--- config.mk ---
export PLATFORM = sky130hd
export DESIGN_NAME = aes_dec_sequencer
export DESIGN_NICKNAME = d
export VERILOG_FILES = /design/src/rtl/aes_dec_pkg.sv /design/src/rtl/aes_seq_wdog.sv /design/src/rtl/aes_dec_sequencer.sv
export SDC_FILE = /design/constraint.sdc
export NUM_CORES = 1
export LEC_CHECK = 0
export CAP_MARGIN = 20
export CORE_AREA = 2 2 39 41
export DETAILED_ROUTE_END_ITERATION = 6
export DIE_AREA = 0 0 41 43
export PLACE_DENSITY = 0.81
export SLEW_MARGIN = 20
export SYNTH_ARGS = -nofsm -noshare
export SYNTH_HDL_FRONTEND = slang
export SYNTH_HIERARCHICAL = 1
export SYNTH_SLANG_ARGS = --single-unit
--- constraint.sdc ---
create_clock -name clk -period 2.1 [get_ports clk]
set_input_delay 0.63 -clock clk [delete_from_list [all_inputs] [get_ports clk]]
set_output_delay 0.63 -clock clk [all_outputs]
set_load 0.1 [all_outputs]
--- src/rtl/aes_dec_pkg.sv ---
`default_nettype none
// +----------------------------------------------------------------------------+
// | aes_dec_pkg                                                                |
// | Shared types and constants for the AES-256 decryption control sequencer.  |
// | Revision: 1.0                                                              |
// +----------------------------------------------------------------------------+
package aes_dec_pkg;

  localparam int c_nr   = 14;
  localparam int c_rk_w = 4;

  typedef enum logic [3:0] {
    S_IDLE     = 4'd0,
    S_LOAD     = 4'd1,
    S_ADDK0    = 4'd2,
    S_SHIFT    = 4'd3,
    S_SUB_REQ  = 4'd4,
    S_SUB_WAIT = 4'd5,
    S_ADDK     = 4'd6,
    S_MIX      = 4'd7,
    S_DONE     = 4'd8,
    S_ERR      = 4'd9
  } state_t;

  typedef enum logic [2:0] {
    OP_NOP       = 3'd0,
    OP_LOAD      = 3'd1,
    OP_ADDKEY    = 3'd2,
    OP_INV_SHIFT = 3'd3,
    OP_INV_SUB   = 3'd4,
    OP_INV_MIX   = 3'd5
  } op_t;

endpackage
`default_nettype wire

--- src/rtl/aes_seq_wdog.sv ---
`default_nettype none
// +----------------------------------------------------------------------------+
// | aes_seq_wdog                                                               |
// | Counts S-box wait cycles and flags when SUB_TIMEOUT of them have elapsed.  |
// | Used only when AES_SEQ_TIMEOUT_EN is defined.                              |
// | Revision: 1.0                                                              |
// +----------------------------------------------------------------------------+
module aes_seq_wdog
  import aes_dec_pkg::*;
#(
  parameter int SUB_TIMEOUT = 32
) (
  input  logic clk,
  input  logic rst,
  input  logic clear_i,
  input  logic en_i,
  output logic timeout_o
);

  localparam int                 c_cnt_w = $clog2(SUB_TIMEOUT + 1);
  localparam logic [c_cnt_w-1:0] c_last  = c_cnt_w'(SUB_TIMEOUT - 1);

  logic [c_cnt_w-1:0] r_cnt;

  // Saturates at the last wait cycle; the sequencer leaves SUB_WAIT there anyway
  always_ff @(posedge clk or negedge rst) begin
    if (!rst) begin
      r_cnt <= '0;
    end else if (clear_i) begin
      r_cnt <= '0;
    end else if (en_i && (r_cnt != c_last)) begin
      r_cnt <= r_cnt + 1'b1;
    end
  end

  assign timeout_o = en_i && (r_cnt == c_last);

endmodule
`default_nettype wire

--- src/rtl/aes_dec_sequencer.sv ---
`default_nettype none
// +----------------------------------------------------------------------------+
// | aes_dec_sequencer                                                          |
// | Round sequencer for the AES-256 inverse cipher datapath and S-box engine.  |
// | Optional S-box watchdog: define AES_SEQ_TIMEOUT_EN.                        |
// | Revision: 1.0                                                              |
// +----------------------------------------------------------------------------+
module aes_dec_sequencer
  import aes_dec_pkg::*;
#(
  parameter int NR          = c_nr,
  parameter int SUB_TIMEOUT = 32
) (
  input  logic              clk,
  input  logic              rst,
  input  logic              start_i,
  input  logic              abort_i,
  input  logic              sub_done_i,
  output logic              busy_o,
  output logic              done_o,
  output logic              sub_start_o,
  output logic [2:0]        sel_o,
  output logic              state_we_o,
  output logic [c_rk_w-1:0] rk_idx_o,
  output logic              err_o
);

  localparam logic [c_rk_w-1:0] c_nr_init = c_rk_w'(NR);

  if ((NR < 1) || (NR >= (1 << c_rk_w)) || (SUB_TIMEOUT < 1)) begin : g_param_check
    $error("aes_dec_sequencer: NR must fit the round-key index and SUB_TIMEOUT must be >= 1");
  end

  state_t            r_state;
  state_t            w_next;
  op_t               w_sel;
  logic              w_we;
  logic              w_sub_start;
  logic              w_done;
  logic              w_abort;
  logic              w_timeout;
  logic [c_rk_w-1:0] r_round;

  assign w_abort = abort_i && (r_state != S_IDLE);

  always_ff @(posedge clk or negedge rst) begin
    if (!rst) begin
      r_state <= S_IDLE;
    end else begin
      r_state <= w_next;
    end
  end

  // Round counter doubles as the round-key index; zero-guarded so it never wraps
  always_ff @(posedge clk or negedge rst) begin
    if (!rst) begin
      r_round <= '0;
    end else if (r_state == S_LOAD) begin
      r_round <= c_nr_init;
    end else if (((r_state == S_ADDK0) || (r_state == S_MIX)) && (r_round != '0)) begin
      r_round <= r_round - 1'b1;
    end
  end

  always_comb begin
    w_next      = r_state;
    w_sel       = OP_NOP;
    w_we        = 1'b0;
    w_sub_start = 1'b0;
    w_done      = 1'b0;
    case (r_state)
      S_IDLE: begin
        if (start_i) w_next = S_LOAD;
      end
      S_LOAD: begin
        w_sel  = OP_LOAD;
        w_we   = 1'b1;
        w_next = S_ADDK0;
      end
      S_ADDK0: begin
        w_sel  = OP_ADDKEY;
        w_we   = 1'b1;
        w_next = S_SHIFT;
      end
      S_SHIFT: begin
        w_sel  = OP_INV_SHIFT;
        w_we   = 1'b1;
        w_next = S_SUB_REQ;
      end
      S_SUB_REQ: begin
        w_sub_start = 1'b1;
        w_next      = S_SUB_WAIT;
      end
      S_SUB_WAIT: begin
        // Engine result is only valid in the done cycle, so the write is gated live
        if (sub_done_i) begin
          w_sel  = OP_INV_SUB;
          w_we   = 1'b1;
          w_next = S_ADDK;
        end else if (w_timeout) begin
          w_next = S_ERR;
        end
      end
      S_ADDK: begin
        w_sel  = OP_ADDKEY;
        w_we   = 1'b1;
        w_next = (r_round == '0) ? S_DONE : S_MIX;
      end
      S_MIX: begin
        w_sel  = OP_INV_MIX;
        w_we   = 1'b1;
        w_next = S_SHIFT;
      end
      S_DONE: begin
        w_done = 1'b1;
        w_next = S_IDLE;
      end
      S_ERR: begin
        w_next = S_ERR;
      end
      default: begin
        w_next = S_IDLE;
      end
    endcase
    if (w_abort) begin
      w_next      = S_IDLE;
      w_we        = 1'b0;
      w_sub_start = 1'b0;
      w_done      = 1'b0;
    end
  end

  assign busy_o      = (r_state != S_IDLE);
  assign done_o      = w_done;
  assign sub_start_o = w_sub_start;
  assign sel_o       = w_sel;
  assign state_we_o  = w_we;
  assign rk_idx_o    = r_round;

`ifdef AES_SEQ_TIMEOUT_EN
  logic r_err;

  aes_seq_wdog #(
    .SUB_TIMEOUT (SUB_TIMEOUT)
  ) u_wdog (
    .clk       (clk),
    .rst       (rst),
    .clear_i   (r_state == S_SUB_REQ),
    .en_i      (r_state == S_SUB_WAIT),
    .timeout_o (w_timeout)
  );

  // Sticky until the next accepted start
  always_ff @(posedge clk or negedge rst) begin
    if (!rst) begin
      r_err <= 1'b0;
    end else if ((r_state == S_IDLE) && start_i) begin
      r_err <= 1'b0;
    end else if (w_next == S_ERR) begin
      r_err <= 1'b1;
    end
  end

  assign err_o = r_err;
`else
  assign w_timeout = 1'b0;
  assign err_o     = 1'b0;
`endif

endmodule
`default_nettype wire

; ---- Yosys cells after proc, flatten, opt, wreduce, memory -nomap -nowiden
; Cells that the tools add are included.
[totals]
reg_bits = 8
out_inout_bits = 12
input_bits = 5
word_cells = 42
[classes]
n_eq_ne = 11
muxes = 16
n_reduce_logical = 12
addsub = 1
[op_table]
columns = op, n
row1 = 4-bit case mux with 8 select lines, 1
row2 = 4-bit two-way mux, 6
row3 = 4-bit by 3-bit == test with 1-bit output (second input constant), 4
row4 = 3-bit case mux with 5 select lines, 1
row5 = 4-bit by 2-bit == test with 1-bit output (second input constant), 2
row6 = 4-bit == test (second input constant), 2
row7 = 4-bit zero test, 2
row8 = 4-bit nonzero test, 2
row9 = 1-bit two-way mux, 6
row10 = 3-bit inequality test (second input constant), 2
row11 = 5-bit OR reduction, 1
row12 = 4-bit by 1-bit == test with 1-bit output (second input constant), 1
row13 = 2-bit OR reduction, 2
row14 = 4-bit by 1-bit subtractor with 4-bit output (second input constant), 1
row15 = 3-bit two-way mux, 1
row16 = 1-bit logical AND, 2
row17 = 1-bit case mux with 2 select lines, 1
row18 = 2-bit AND reduction, 1
row19 = 2-bit nonzero test, 1
row20 = 1-bit logical OR, 1

; ---- Depth between registers and ports, before layout
[depth]
ltp_word = 5
mapped_depth = 6
mapped_depth_nobuf = 6

; ---- Worst setup path before layout
; No wires, ideal clock.
[synth_timing]
path_type = reg-to-output
from = register r_state[2]
to = output done_o
t_arrival_ps = 3680
path_stages_with_launch = 4
n_path_buf = 1
t_required_ps = 1470
slack_ps = -2210
path_cell_list = dfrtp_1 > buf_2 > nor2_1 > nor4bb_1
[synth_between]
elab_chain_len = 3
elab_cells_between_ends = 5
classes_between = eq/ne (1) / mux (2) / reduce/logical (2)
[synth_rtl]
columns = item, line_no
row1 = from (decl), aes_dec_sequencer.sv:34  ; state_t r_state;
row2 = from (signal assigned), aes_dec_sequencer.sv:50  ; r_state <= w_next;
row3 = 4-bit == test or 4-bit nonzero test (tied branches), "aes_dec_sequencer.sv:71, aes_dec_sequencer.sv:44"
row4 = 1-bit two-way mux or 1-bit logical AND (tied branches), "aes_dec_sequencer.sv:71, aes_dec_sequencer.sv:44"
row5 = 1-bit two-way mux *, aes_dec_sequencer.sv:125  ; if (w_abort) begin
row6 = to (decl), aes_dec_sequencer.sv:20  ; output logic done_o,
; Mark *: on every way between the ends. The rest lies on a longest branch, timed or not.

; ---- Final worst setup path
[layout_timing]
from = register r_state[0]
to = output busy_o
[layout_between]
elab_chain_len = 1
[layout_rtl]
columns = item, line_no
row1 = 4-bit nonzero test, aes_dec_sequencer.sv:133  ; assign busy_o = (r_state != S_IDLE);
row2 = to (decl), aes_dec_sequencer.sv:19  ; output logic busy_o,
; Every way passes these cells.

==> flow_summary.toml <==
[sta]
setup_ws_ns = -0.00924
finClkSkew_ns = 0.0192
tns_ns = -0.00924
drv_slew = 0
timing.final.crit_share_pct = 100
fin_crit_ns = 2.11
rsz0062_at_grt = "true"
hold_viol = 0
hold_slack_ns = 0.615
max_freq_ghz = 0.474
setup_viol = 1

[synthesis]
yosysTopAreaCellShare_pct = 32.7
synthCells = 74
yosysTopAreaCell = "dfrtp_1"
ys_ff_latch = 8
synth_warnings = 6
synth_cell_type_count = 38
seq_area_frac_synth_pct = 32.7
synth.cell_area_um2 = 613
synthTopCellsByCount = "dfrtp_1 (8), nand2_1 (7), nor2_1 (6), inv_1 (4)"
synthTopCellsByArea = "dfrtp_1 (33%), nand2_1 (4.3%), nor3b_2 (4.1%)"
avgSynthCellArea_um2 = 8.28
synthFlopType = "dfrtp_1"
ys_async_sr_fraction_pct = 100
synth-edff-count = 0
synth.most_common_cell = "dfrtp_1"
synth_nets = 80

[cts]
cts_tree = "built"
clk_latency_ns = 0.27
cts_max_level = 1
clk_pin_slew_ns = 0.07
cts_root_buffer = "clkbuf_4"
clock_path_buffers = 2
cts_buffers = 3
cts.sinks = 8

[hold_path]
hp-class = "register to register"

[placed_design]
place_area_mm2 = 0.00100
dp_hpwl_um = 1200
place_congestion = 0.826
port_buffers = 15
pre_cts_ws_ns = -0.290

[floorplan]
initial_core_util_pct = 44.3
std_cell_rows = 14
die_area_mm2 = 0.00176
core_area_mm2 = 0.00138
die_x_um = 41
io_pins = 17
die_h_um = 43

[pwr]
seq_power_share_pct = 15.3
power_leakage_nw = 0.483
p_int_mw = 0.886
p_clk_share_pct = 6.8
swShare_pct = 54.8
switchingPower_mw = 1.08
pwr-share-comb_pct = 77.8
vdd_drop_max_mv = 1.57
p_per_area_mw_per_mm2 = 1720

[detailed_routing]
ant_nets = 0
drc = 0
routed_via_density = 5.60
wl_per_cell_um = 15.8
drt-total-wl_um = 1930
drt_iter0_drc = 32
via_count = 683
first_pass_iters = 4

[critical_path]
required_ns = 1.47
worstSetupPathType = "register to primary output"
critPathMaxFanout = 6
cp-start-kind = "register"
end_kind = "primary output"
crit_arrival_ns = 1.48

[status]
violations = "negative setup slack"
outcome = "finished, violations left"

[cells_and_area]
fillers = 79
n_antenna_cell = 0
drive_gt1_share_pct = 51.9
num-nets-final = 113
fin_area_mm2 = 0.00114
area_growth_pct = 85.5

[grt]
grt_pass1_vias = 661
grt_pass1_wl_um = 2860
grt_max_degree = 11
antenna_found_initial = 0
grt.overflow.total = 0
track_usage_pct = 24.3

[flow_run]
maxCapViolations = 0
cell families after synthesis:
group / Yosys count / share of synthesized area [%]
compound gates: 15 / 17.8
xor+xnor: 2 / 2.86
fa+ha+maj: 1 / 2.04
buf+inv: 11 / 7.96
flops: 8 / 32.7
mux: 1 / 1.63
other cells: 1 / 0.612
simple gates: 35 / 34.5
final cells by class:
type / count / area, µm² / area share, %
inverters: 6 / 22.5 / 1.98
well taps: 16 / 20.0 / 1.76
clock buffers: 4 / 26.3 / 2.31
multi-input cells: 55 / 454 / 39.9
repair buffers: 33 / 408 / 35.9
flip-flops and latches: 8 / 206 / 18.2
stage by stage:
stage	total power [mW]	cells	util, %
floorplan	1.28	74	-
global placement	1.67	107	72.3
detailed placement	1.70	107	72.3
CTS	1.89	118	79.8
global route	2.05	122	82.2
finish	1.96	122	82.2
power groups by stage:
| stage | registers, mW | clock network, mW | logic (mW) |
|---|---|---|---|
| floorplan | 0.449 | 0 | 0.830 |
| global placement | 0.312 | 0 | 1.36 |
| detailed placement | 0.318 | 0 | 1.38 |
| CTS | 0.304 | 0.133 | 1.45 |
| global route | 0.304 | 0.148 | 1.60 |
| finish | 0.300 | 0.134 | 1.53 |
worst max-delay path, cell delays in order, from the launching register on:
cell and delay (ns):
dfrtp_2 0.45, or4_4 0.57, buf_12 0.19
layout by cell type, fill, tap and decap left out, types with 2 or more instances in the layout:
| master | n |
|---|---|
| a21oi_1 | 2 |
| nor3_1 | 2 |
| nor4_4 | 2 |
| clkbuf_4 | 3 |
| nor2_4 | 2 |
| xnor2_1 | 2 |
| inv_2 | 2 |
| buf_4 | 14 |
| nand2_1 | 7 |
| buf_2 | 2 |
| o21ai_1 | 3 |
| nor3b_2 | 2 |
| clkdlybuf4s50_1 | 2 |
| dfrtp_1 | 3 |
| dfrtp_2 | 5 |
| inv_1 | 4 |
| buf_12 | 12 |
| nand2b_1 | 3 |
| nor2_1 | 3 |
| buf_6 | 2 |
| nand3_1 | 3 |
final timing paths:
check                                        start                      end  slack [ns]  cells after the start
max                         r_state[0]$_DFFE_PN0P_                   busy_o      -0.009                      2
max in group asynchronous                      rst   r_state[2]$_DFFE_PN0P_        1.16                      1
min                        rk_idx_o[2]$_DFFE_PN0P_  rk_idx_o[2]$_DFFE_PN0P_        0.62                      2
min in group asynchronous                      rst  rk_idx_o[1]$_DFFE_PN0P_        0.63                      1
max reg2reg                 r_state[2]$_DFFE_PN0P_  rk_idx_o[0]$_DFFE_PN0P_        0.41                      6
min reg2reg                rk_idx_o[2]$_DFFE_PN0P_  rk_idx_o[2]$_DFFE_PN0P_        0.62                      2
routing by layer:
| layer | vias to the layer above | wire, µm | GRT usage, % |
|---|---|---|---|
| met3 | 2 | 113 | 6.81 |
| met2 | 30 | 965 | 36.3 |
| met4 | 0 | 20 | 8.67 |
| met1 | 326 | 832 | 32.5 |
| met5 | - | 0 | 0 |
| li1 | 325 | - | - |
flip-flops by register name, summed over array words and instances, names as in the netlist:
| register | count |
|---|---|
| rk_idx_o | 4 |
| r_state | 4 |
repair_timing:
action,in CTS,in global routing
resized for setup,15,1
hold buffers,0,0
pin swaps,4,2
gates cloned,0,0
setup endpoints to repair,6,6
endpoints found under the hold margin,0,0
buffers inserted,7,4
(Power assumes the default switching activity.)
